**src/rtl/controller_receiver_if.sv**
```systemverilog
// Bus between the channel demodulators and the cognitive-radio receiver:
// per-channel beat inputs on one side, rebuilt words and status pulses on the other.
interface controller_receiver_if #(
  parameter int D_LEN = 32
);
  logic [2:0]       rx_valid;
  logic [2:0]       d;
  logic [2:0]       l_rx;
  logic [2:0]       u_rx0;
  logic [2:0]       u_rx1;
  logic [2:0]       frame_sync;
  logic [D_LEN-1:0] l_word1, l_word2, l_word3;
  logic [D_LEN-1:0] ua_word1, ua_word2, ua_word3;
  logic [D_LEN-1:0] ub_word1, ub_word2, ub_word3;
  logic [D_LEN-1:0] l_mask1, l_mask2, l_mask3;
  logic [2:0]       word_valid;
  logic [2:0]       sync_err;

  // Demodulator / stimulus side
  modport master (
    output rx_valid, d, l_rx, u_rx0, u_rx1, frame_sync,
    input  l_word1, l_word2, l_word3,
    input  ua_word1, ua_word2, ua_word3,
    input  ub_word1, ub_word2, ub_word3,
    input  l_mask1, l_mask2, l_mask3,
    input  word_valid, sync_err
  );

  // Receiver side
  modport slave (
    input  rx_valid, d, l_rx, u_rx0, u_rx1, frame_sync,
    output l_word1, l_word2, l_word3,
    output ua_word1, ua_word2, ua_word3,
    output ub_word1, ub_word2, ub_word3,
    output l_mask1, l_mask2, l_mask3,
    output word_valid, sync_err
  );
endinterface

```
**src/rtl/controller_receiver.sv**
```systemverilog
// Cognitive-radio receiver: for each of three independent channels, rebuilds
// the licensed word and the two unlicensed words from per-clock bit beats.
// When the licensed user is absent (d=0) the licensed lane carries unlicensed
// lane-B data, and the mask records which beats held real licensed bits.
module controller_receiver #(
  parameter int D_LEN = 32,
  parameter int CNT_W = $clog2(D_LEN)
) (
  input  logic                 clk,
  input  logic                 rst,
  controller_receiver_if.slave bus
);

  localparam logic [CNT_W-1:0] LAST_IDX = CNT_W'(D_LEN - 1);

  logic [2:0][D_LEN-1:0] w_l_word, w_ua_word, w_ub_word, w_mask;
  logic [2:0]            w_word_valid, w_sync_err;

  for (genvar c = 0; c < 3; c++) begin : g_ch
    logic [CNT_W-1:0] r_cnt;
    logic [D_LEN-1:0] r_l_sh, r_ua_sh, r_ub_sh, r_m_sh;
    logic [D_LEN-1:0] r_l_word, r_ua_word, r_ub_word, r_mask;
    logic             r_word_valid, r_sync_err;

    logic             w_l_bit, w_ua_bit, w_ub_bit, w_m_bit;
    logic [D_LEN-1:0] w_sel;
    logic [D_LEN-1:0] w_l_next, w_ua_next, w_ub_next, w_m_next;

    // Demultiplex the current beat into the three lanes and the mask bit.
    always_comb begin
      w_m_bit  = bus.d[c];
      w_l_bit  = bus.d[c] & bus.l_rx[c];
      w_ua_bit = bus.u_rx0[c];
      w_ub_bit = bus.d[c] ? bus.u_rx1[c] : bus.l_rx[c];
    end

    // One-hot position of the current beat; bits above cnt are always clear,
    // so OR-ing the beat in yields the vector including this beat.
    assign w_sel     = D_LEN'(1) << r_cnt;
    assign w_l_next  = r_l_sh  | ({D_LEN{w_l_bit}}  & w_sel);
    assign w_ua_next = r_ua_sh | ({D_LEN{w_ua_bit}} & w_sel);
    assign w_ub_next = r_ub_sh | ({D_LEN{w_ub_bit}} & w_sel);
    assign w_m_next  = r_m_sh  | ({D_LEN{w_m_bit}}  & w_sel);

    // Per-channel frame assembly, completion and resynchronisation.
    // NOTE: all state here uses non-blocking assignments so every register
    // samples pre-edge values regardless of statement order.
    always_ff @(posedge clk or posedge rst) begin
      if (rst) begin
        r_cnt        <= '0;
        r_l_sh       <= '0;
        r_ua_sh      <= '0;
        r_ub_sh      <= '0;
        r_m_sh       <= '0;
        r_l_word     <= '0;
        r_ua_word    <= '0;
        r_ub_word    <= '0;
        r_mask       <= '0;
        r_word_valid <= 1'b0;
        r_sync_err   <= 1'b0;
      end else begin
        r_word_valid <= 1'b0;
        r_sync_err   <= 1'b0;
        if (bus.frame_sync[c]) begin
          // NOTE: sync outranks completion, so a beat arriving with it always
          // starts a new frame at index 0 and never closes the old one.
          r_sync_err <= (r_cnt != '0);
          if (bus.rx_valid[c]) begin
            r_cnt   <= CNT_W'(1);
            r_l_sh  <= D_LEN'(w_l_bit);
            r_ua_sh <= D_LEN'(w_ua_bit);
            r_ub_sh <= D_LEN'(w_ub_bit);
            r_m_sh  <= D_LEN'(w_m_bit);
          end else begin
            r_cnt   <= '0;
            r_l_sh  <= '0;
            r_ua_sh <= '0;
            r_ub_sh <= '0;
            r_m_sh  <= '0;
          end
        end else if (bus.rx_valid[c]) begin
          if (r_cnt == LAST_IDX) begin
            r_l_word     <= w_l_next;
            r_ua_word    <= w_ua_next;
            r_ub_word    <= w_ub_next;
            r_mask       <= w_m_next;
            r_word_valid <= 1'b1;
            r_cnt        <= '0;
            r_l_sh       <= '0;
            r_ua_sh      <= '0;
            r_ub_sh      <= '0;
            r_m_sh       <= '0;
          end else begin
            r_cnt   <= r_cnt + CNT_W'(1);
            r_l_sh  <= w_l_next;
            r_ua_sh <= w_ua_next;
            r_ub_sh <= w_ub_next;
            r_m_sh  <= w_m_next;
          end
        end
      end
    end

    assign w_l_word[c]     = r_l_word;
    assign w_ua_word[c]    = r_ua_word;
    assign w_ub_word[c]    = r_ub_word;
    assign w_mask[c]       = r_mask;
    assign w_word_valid[c] = r_word_valid;
    assign w_sync_err[c]   = r_sync_err;
  end

  assign bus.l_word1    = w_l_word[0];
  assign bus.l_word2    = w_l_word[1];
  assign bus.l_word3    = w_l_word[2];
  assign bus.ua_word1   = w_ua_word[0];
  assign bus.ua_word2   = w_ua_word[1];
  assign bus.ua_word3   = w_ua_word[2];
  assign bus.ub_word1   = w_ub_word[0];
  assign bus.ub_word2   = w_ub_word[1];
  assign bus.ub_word3   = w_ub_word[2];
  assign bus.l_mask1    = w_mask[0];
  assign bus.l_mask2    = w_mask[1];
  assign bus.l_mask3    = w_mask[2];
  assign bus.word_valid = w_word_valid;
  assign bus.sync_err   = w_sync_err;

endmodule
```
**src/flat_wrapper.sv**
```systemverilog
// flat-port wrapper written by rule: the top's interface ports become plain ports
module controller_receiver_flat 
#(
  parameter int D_LEN = 32,
  parameter int CNT_W = $clog2(D_LEN)
)
  (clk, rst, bus_rx_valid, bus_d, bus_l_rx, bus_u_rx0, bus_u_rx1, bus_frame_sync, bus_l_word1, bus_l_word2, bus_l_word3, bus_ua_word1, bus_ua_word2, bus_ua_word3, bus_ub_word1, bus_ub_word2, bus_ub_word3, bus_l_mask1, bus_l_mask2, bus_l_mask3, bus_word_valid, bus_sync_err);
  controller_receiver_if #(.D_LEN(D_LEN)) bus_i ();
  input  logic clk;
  input  logic rst;
  input wire logic [$bits(bus_i.rx_valid)-1:0] bus_rx_valid;
  input wire logic [$bits(bus_i.d)-1:0] bus_d;
  input wire logic [$bits(bus_i.l_rx)-1:0] bus_l_rx;
  input wire logic [$bits(bus_i.u_rx0)-1:0] bus_u_rx0;
  input wire logic [$bits(bus_i.u_rx1)-1:0] bus_u_rx1;
  input wire logic [$bits(bus_i.frame_sync)-1:0] bus_frame_sync;
  output wire logic [$bits(bus_i.l_word1)-1:0] bus_l_word1;
  output wire logic [$bits(bus_i.l_word2)-1:0] bus_l_word2;
  output wire logic [$bits(bus_i.l_word3)-1:0] bus_l_word3;
  output wire logic [$bits(bus_i.ua_word1)-1:0] bus_ua_word1;
  output wire logic [$bits(bus_i.ua_word2)-1:0] bus_ua_word2;
  output wire logic [$bits(bus_i.ua_word3)-1:0] bus_ua_word3;
  output wire logic [$bits(bus_i.ub_word1)-1:0] bus_ub_word1;
  output wire logic [$bits(bus_i.ub_word2)-1:0] bus_ub_word2;
  output wire logic [$bits(bus_i.ub_word3)-1:0] bus_ub_word3;
  output wire logic [$bits(bus_i.l_mask1)-1:0] bus_l_mask1;
  output wire logic [$bits(bus_i.l_mask2)-1:0] bus_l_mask2;
  output wire logic [$bits(bus_i.l_mask3)-1:0] bus_l_mask3;
  output wire logic [$bits(bus_i.word_valid)-1:0] bus_word_valid;
  output wire logic [$bits(bus_i.sync_err)-1:0] bus_sync_err;
  assign bus_i.rx_valid = bus_rx_valid;
  assign bus_i.d = bus_d;
  assign bus_i.l_rx = bus_l_rx;
  assign bus_i.u_rx0 = bus_u_rx0;
  assign bus_i.u_rx1 = bus_u_rx1;
  assign bus_i.frame_sync = bus_frame_sync;
  assign bus_l_word1 = bus_i.l_word1;
  assign bus_l_word2 = bus_i.l_word2;
  assign bus_l_word3 = bus_i.l_word3;
  assign bus_ua_word1 = bus_i.ua_word1;
  assign bus_ua_word2 = bus_i.ua_word2;
  assign bus_ua_word3 = bus_i.ua_word3;
  assign bus_ub_word1 = bus_i.ub_word1;
  assign bus_ub_word2 = bus_i.ub_word2;
  assign bus_ub_word3 = bus_i.ub_word3;
  assign bus_l_mask1 = bus_i.l_mask1;
  assign bus_l_mask2 = bus_i.l_mask2;
  assign bus_l_mask3 = bus_i.l_mask3;
  assign bus_word_valid = bus_i.word_valid;
  assign bus_sync_err = bus_i.sync_err;
  controller_receiver #(.D_LEN(D_LEN), .CNT_W(CNT_W)) u_core (.clk(clk), .rst(rst), .bus(bus_i));
endmodule
```
**config.mk**
```make
export PLATFORM = sky130hd
export DESIGN_NAME = controller_receiver_flat
export DESIGN_NICKNAME = d
export VERILOG_FILES = /design/src/rtl/controller_receiver_if.sv /design/src/rtl/controller_receiver.sv /design/src/flat_wrapper.sv
export SDC_FILE = /design/constraint.sdc
export NUM_CORES = 2
export LEC_CHECK = 0
export ABC_CLOCK_PERIOD_IN_PS = 23400
export CORE_MARGIN = 2
export CORE_UTILIZATION = 50
export DETAILED_ROUTE_END_ITERATION = 10
export PLACE_DENSITY = 0.88
export REMOVE_ABC_BUFFERS = 1
export SETUP_SLACK_MARGIN = 0.05
export SYNTH_ARGS = -nofsm -noshare
export SYNTH_HDL_FRONTEND = slang
export SYNTH_SLANG_ARGS = --single-unit
```
**constraint.sdc**
```tcl
create_clock -name clk -period 23.4 [get_ports clk]
set_clock_uncertainty 0.15 [all_clocks]
set_input_delay 2.34 -clock clk [delete_from_list [all_inputs] [get_ports clk]]
set_output_delay 2.34 -clock clk [all_outputs]
set_load 0.01 [all_outputs]
```
======== Word level (Yosys, flattened, before mapping) ========
Cells that the tools add are included.
word-level totals
  flip-flop bits (word level) ............. 789
  input bits .............................. 20
  word-level logic and storage cells ...... 156
operators by class
  $add $sub $neg .......................... 3
  equal/unequal tests ..................... 3
  shift-type cells ........................ 3
  muxes and demuxes ....................... 75
  bitwise logic cells ..................... 30
  reduce and logical (&&, ||, !) cells .... 9
operator list
  operator                number
  $mux W32                36
  $and A32 B32 Y32        12
  $or A32 B32 Y32         12
  $shl A1 B5 Y32 const A  3
  $mux W5                 9
  $mux W1                 30
  $add A5 B1 Y5 const B   3
  $eq A5 B5 Y1 const B    3
  $reduce_bool A5 Y1      3
  $reduce_and A3 Y1       3
  $reduce_bool A2 Y1      3
  $and A1 B1 Y1           3
  $not A1 Y1              3

======== Longest topological paths before layout ========
  depth after elaboration ................. 6
  depth in mapped cells ................... 11
  gate-level depth less buffers ........... 6

======== Worst setup path after synthesis ========
No wires, ideal clock.
  path kind ............................... input to register
  from .................................... input bus_d[1]
  to ...................................... register u_core.g_ch[1].r_ub_sh[10]
  setup time .............................. 0.121 ns
  arrival ................................. 3.423 ns
  data required time ...................... 23.129 ns
  setup slack ............................. 19.706 ns
  stages .................................. 6
  buffers on the path ..................... 3
  cells stage by stage .................... buf_2 -> mux2_4 -> and2_1 -> buf_2 -> buf_6 -> a22o_1
between the ends
  cells in the longest elaborated chain, start to end .. 6
RTL lines
  item                  RTL line                   source
  from (decl)           flat_wrapper.sv:12         input wire logic [$bits(bus_i.d)-1:0] bus_d;
  $mux W1               controller_receiver.sv:34  w_ub_bit = bus.d[c] ? bus.u_rx1[c] : bus.l_rx[c];
  $and A32 B32 Y32      controller_receiver.sv:42  assign w_ub_next = r_ub_sh | ({D_LEN{w_ub_bit}} & w_sel);
  $or A32 B32 Y32       controller_receiver.sv:42
  $mux W32              controller_receiver.sv:82  if (r_cnt == LAST_IDX) begin
  $mux W32              controller_receiver.sv:81  end else if (bus.rx_valid[c]) begin
  $mux W32              controller_receiver.sv:64  if (bus.frame_sync[c]) begin
  to (signal assigned)  controller_receiver.sv:72  r_ub_sh <= D_LEN'(w_ub_bit);
  to (signal assigned)  controller_receiver.sv:97  r_ub_sh <= w_ub_next;
  to (decl)             controller_receiver.sv:21  logic [D_LEN-1:0] r_l_sh, r_ua_sh, r_ub_sh, r_m_sh;
Every way passes these cells. The select of a mux whose other input is x is not followed.
A chain may end at the register's enable or synchronous reset.

==> results.ini <==
[global_route]
grt_max_degree = 186
grt_pass1_vias = 25600
grt_pass1_wl_mm = 141
track_usage = 0.263
gr-total-overflow = 0
grt_antenna_before_repair = 1

[die]
die-area_um2 = 66600
ioPinCount = 410
rows = 93
fp.dieH_um = 258
core_um2 = 64100
die_x_um = 258
start_util = 0.503

[sta]
fmax_mhz = 153
hold_viol = 0
rsz0062_at_grt = false
setup_viol = 0
max_slew_margin = 0.145
fin_crit_sh = 0.279
maxSlewViolCount = 0
worst_pin_slew_ps = 1280
hold_ws_ps = 327
timing.final.crit_period_ps = 6520

[yosys]
synth-xor-area-share = 0
synth_fa_ha_area_frac = 0.00814
synth_edf_count = 0
ys_seq_area_frac = 0.612
synth_simple_gate_area_frac = 0.129
ys_ff_latch = 789
ys_top_cells_by_area = dfrtp_1 61%, o21ai_0 9.4%, nand2_1 7.4%, a21oi_1 6.1%, a22o_1 4.5%
synth_mux_area_frac = 0.00314
syn_inst = 3142
ys_types = 41
yosysTopAreaCell = dfrtp_1
synth_top_area_frac = 0.612
synth_top_family_by_area = compound AO/OA/AOI/OAI gates
ys_warn_count = 0
synth_compound_area_frac = 0.201
syn_area_per_cell_um2 = 10.3
async_reset_ff_frac = 1.00
synth_flop_cell = dfrtp_1
syn_area_um2 = 32300

[run_status]
outcome = complete, no violations

[critical_path]
cpMostUsedCell = buf_4
cp_slowest_stage_delay_ps = 870
path_class = input port to async pin
slowest_stage = buf_4
path_cells = clkdlybuf4s50_1 > inv_8 > buf_4 > buf_4 > buf_4 > buf_4
r2r_setup_slack_ps = 19420
critical_path.endpoint = u_core.bus.ua_word2[11]
r2r_cells = 7
end_kind = async pin
crit_required_ps = 23880
crit_start = rst
r2r-start = u_core.g_ch[1].r_cnt[3]
worstPathArrival_ps = 6990
r2r-end = u_core.bus.ub_word2[8]
cp_max_fo = 114
crit_path_start_kind = input port

[placed_design]
postPlaceCellArea_um2 = 36400
hpwl_mm = 53.3
gp_congestion = 0.821
portBuffers = 409

[clocking]
clkLatencyLatePin_ps = 630
cts_max_level = 3
post_cts_buffers = 0
clock_sinks = 789
cts_tree = built
cts-root-buf = clkbuf_16
clkTransAtPathRegs_ps = 60
max-clock-path-buffers = 3
cts_buffers = 80
hold_buffers = 0
cts_resized = 0

[routing]
vias = 25800
drtIter0Drc = 2844
route.detailed.drc = 0
avgViaCountPerCell = 5.99
wl_per_cell_um = 20.7
dr.pass1.iters = 6
drt-total-wl_mm = 89.3
ant_nets = 0

[power_and_ir_drop]
ir_worst_vdd_v = 0.0000626
p_leak_nw = 16.9
pwr_density_cell_nw_per_um2 = 71.9

[finish]
area_growth_pct = 21.3
layout_commonest_cell = dfrtp_1
layout-drive-gt1-share = 0.0582
stdcell_area_um2 = 39100
nets = 3431
layout_common_cells = 789 x dfrtp_1, 637 x nand2_1, 606 x o21ai_0, 409 x clkdlybuf4s50_1, 393 x a21oi_1

[run]
cap_violations = 0

[min_path]
hold_class = register to register

[through the flow]
| stage | power (W) | worst slack, ps | utilization | instances | TNS [ps] |
|---|---|---|---|---|---|
| final | 0.00281 | 16880 | 0.610 | 4308 | 0 |
| after global routing | 0.00289 | 16170 | 0.610 | 4307 | 0 |
| after CTS | 0.00282 | 16730 | 0.610 | 4306 | 0 |
| after detailed placement | 0.00151 | 16060 | 0.568 | 4163 | 0 |
| after global placement | 0.00151 | 16150 | 0.568 | 4163 | 0 |
| after floorplan | 0.00147 | -1240 | - | 2852 | -981180 |
[power by group]
part           internal [W]  switching [W]  total [W]
sequential          0.00137     0.00000486    0.00138
combinational     0.0000240      0.0000923   0.000116
clock              0.000774       0.000548    0.00132
total               0.00217       0.000645    0.00281
[registers in the layout (all words and copies together), names as in the netlist, 96 cells and up]
signal               count
u_core.g_ch.r_m_sh      96
u_core.g_ch.r_ub_sh     96
u_core.g_ch.r_l_sh      96
u_core.g_ch.r_ua_sh     96
[cell usage after synthesis (all sizes together), types with 3 or more instances]
cell type and n:
o31ai 3, inv 17, nor3b 11, and4b 27, dfrtp 789, o21ai 608
nand2 637, nand4 3, nor4bb 24, a21oi 396, a22o 164, and3b 12
nand3b 16, nor2 12, mux2 3, ha 21, nand3 38, and4 9
buf 142, mux2i 6, nor4b 9, and2 18, nor2b 11, and4bb 3
clkbuf 148, and3 9
[kinds of logic (layout without fill, tap and decap cells)]
kind of cell	Yosys count	in the layout
and+or+nand+nor	844	844
muxes	9	9
AOI/OAI and AO/OA	1172	1172
DFF	789	789
adders and majority gates	21	21
buffers and inverters	307	616
other	0	2
[metal layers]
metal,share of wire,routed length [um],up-vias,global-route usage
met5,0,0,-,0
met4,0.042,3740,0,0.121
met3,0.086,7690,256,0.0512
met2,0.48,42600,1402,0.416
met1,0.39,35300,12800,0.354
li1,-,-,11400,-
[worst min path at each step]
stage,depth (start not counted),slack [ps],from,to
floorplan,2,300,u_core.g_ch[0].r_l_sh[0],u_core.g_ch[0].r_l_sh[0]
global placement,2,310,u_core.bus.ua_word2[12],u_core.bus.ua_word2[12]
detailed placement,2,320,u_core.bus.l_mask2[31],u_core.bus.l_mask2[31]
CTS,2,330,u_core.bus.l_mask2[31],u_core.bus.l_mask2[31]
global route,2,350,u_core.g_ch[0].r_m_sh[21],u_core.g_ch[0].r_m_sh[21]
finish,2,330,u_core.bus.l_mask2[31],u_core.bus.l_mask2[31]
[layout make-up]
type,instances,area [um2]
Timing Repair Buffer,456,4460
Multi-Input combinational cell,2046,11100
Fill cell,4710,25000
Inverter,17,71.3
Clock inverter,28,455
Clock buffer,115,2270
Sequential cell,789,19700
Tap cell,855,1070
Antenna cell,2,5.00
[critical path, delay by kind of cell]
family,cells,cell delay (ps)
buffers and inverters,6,4510
Note: power is estimated with default switching activity, not from simulation.
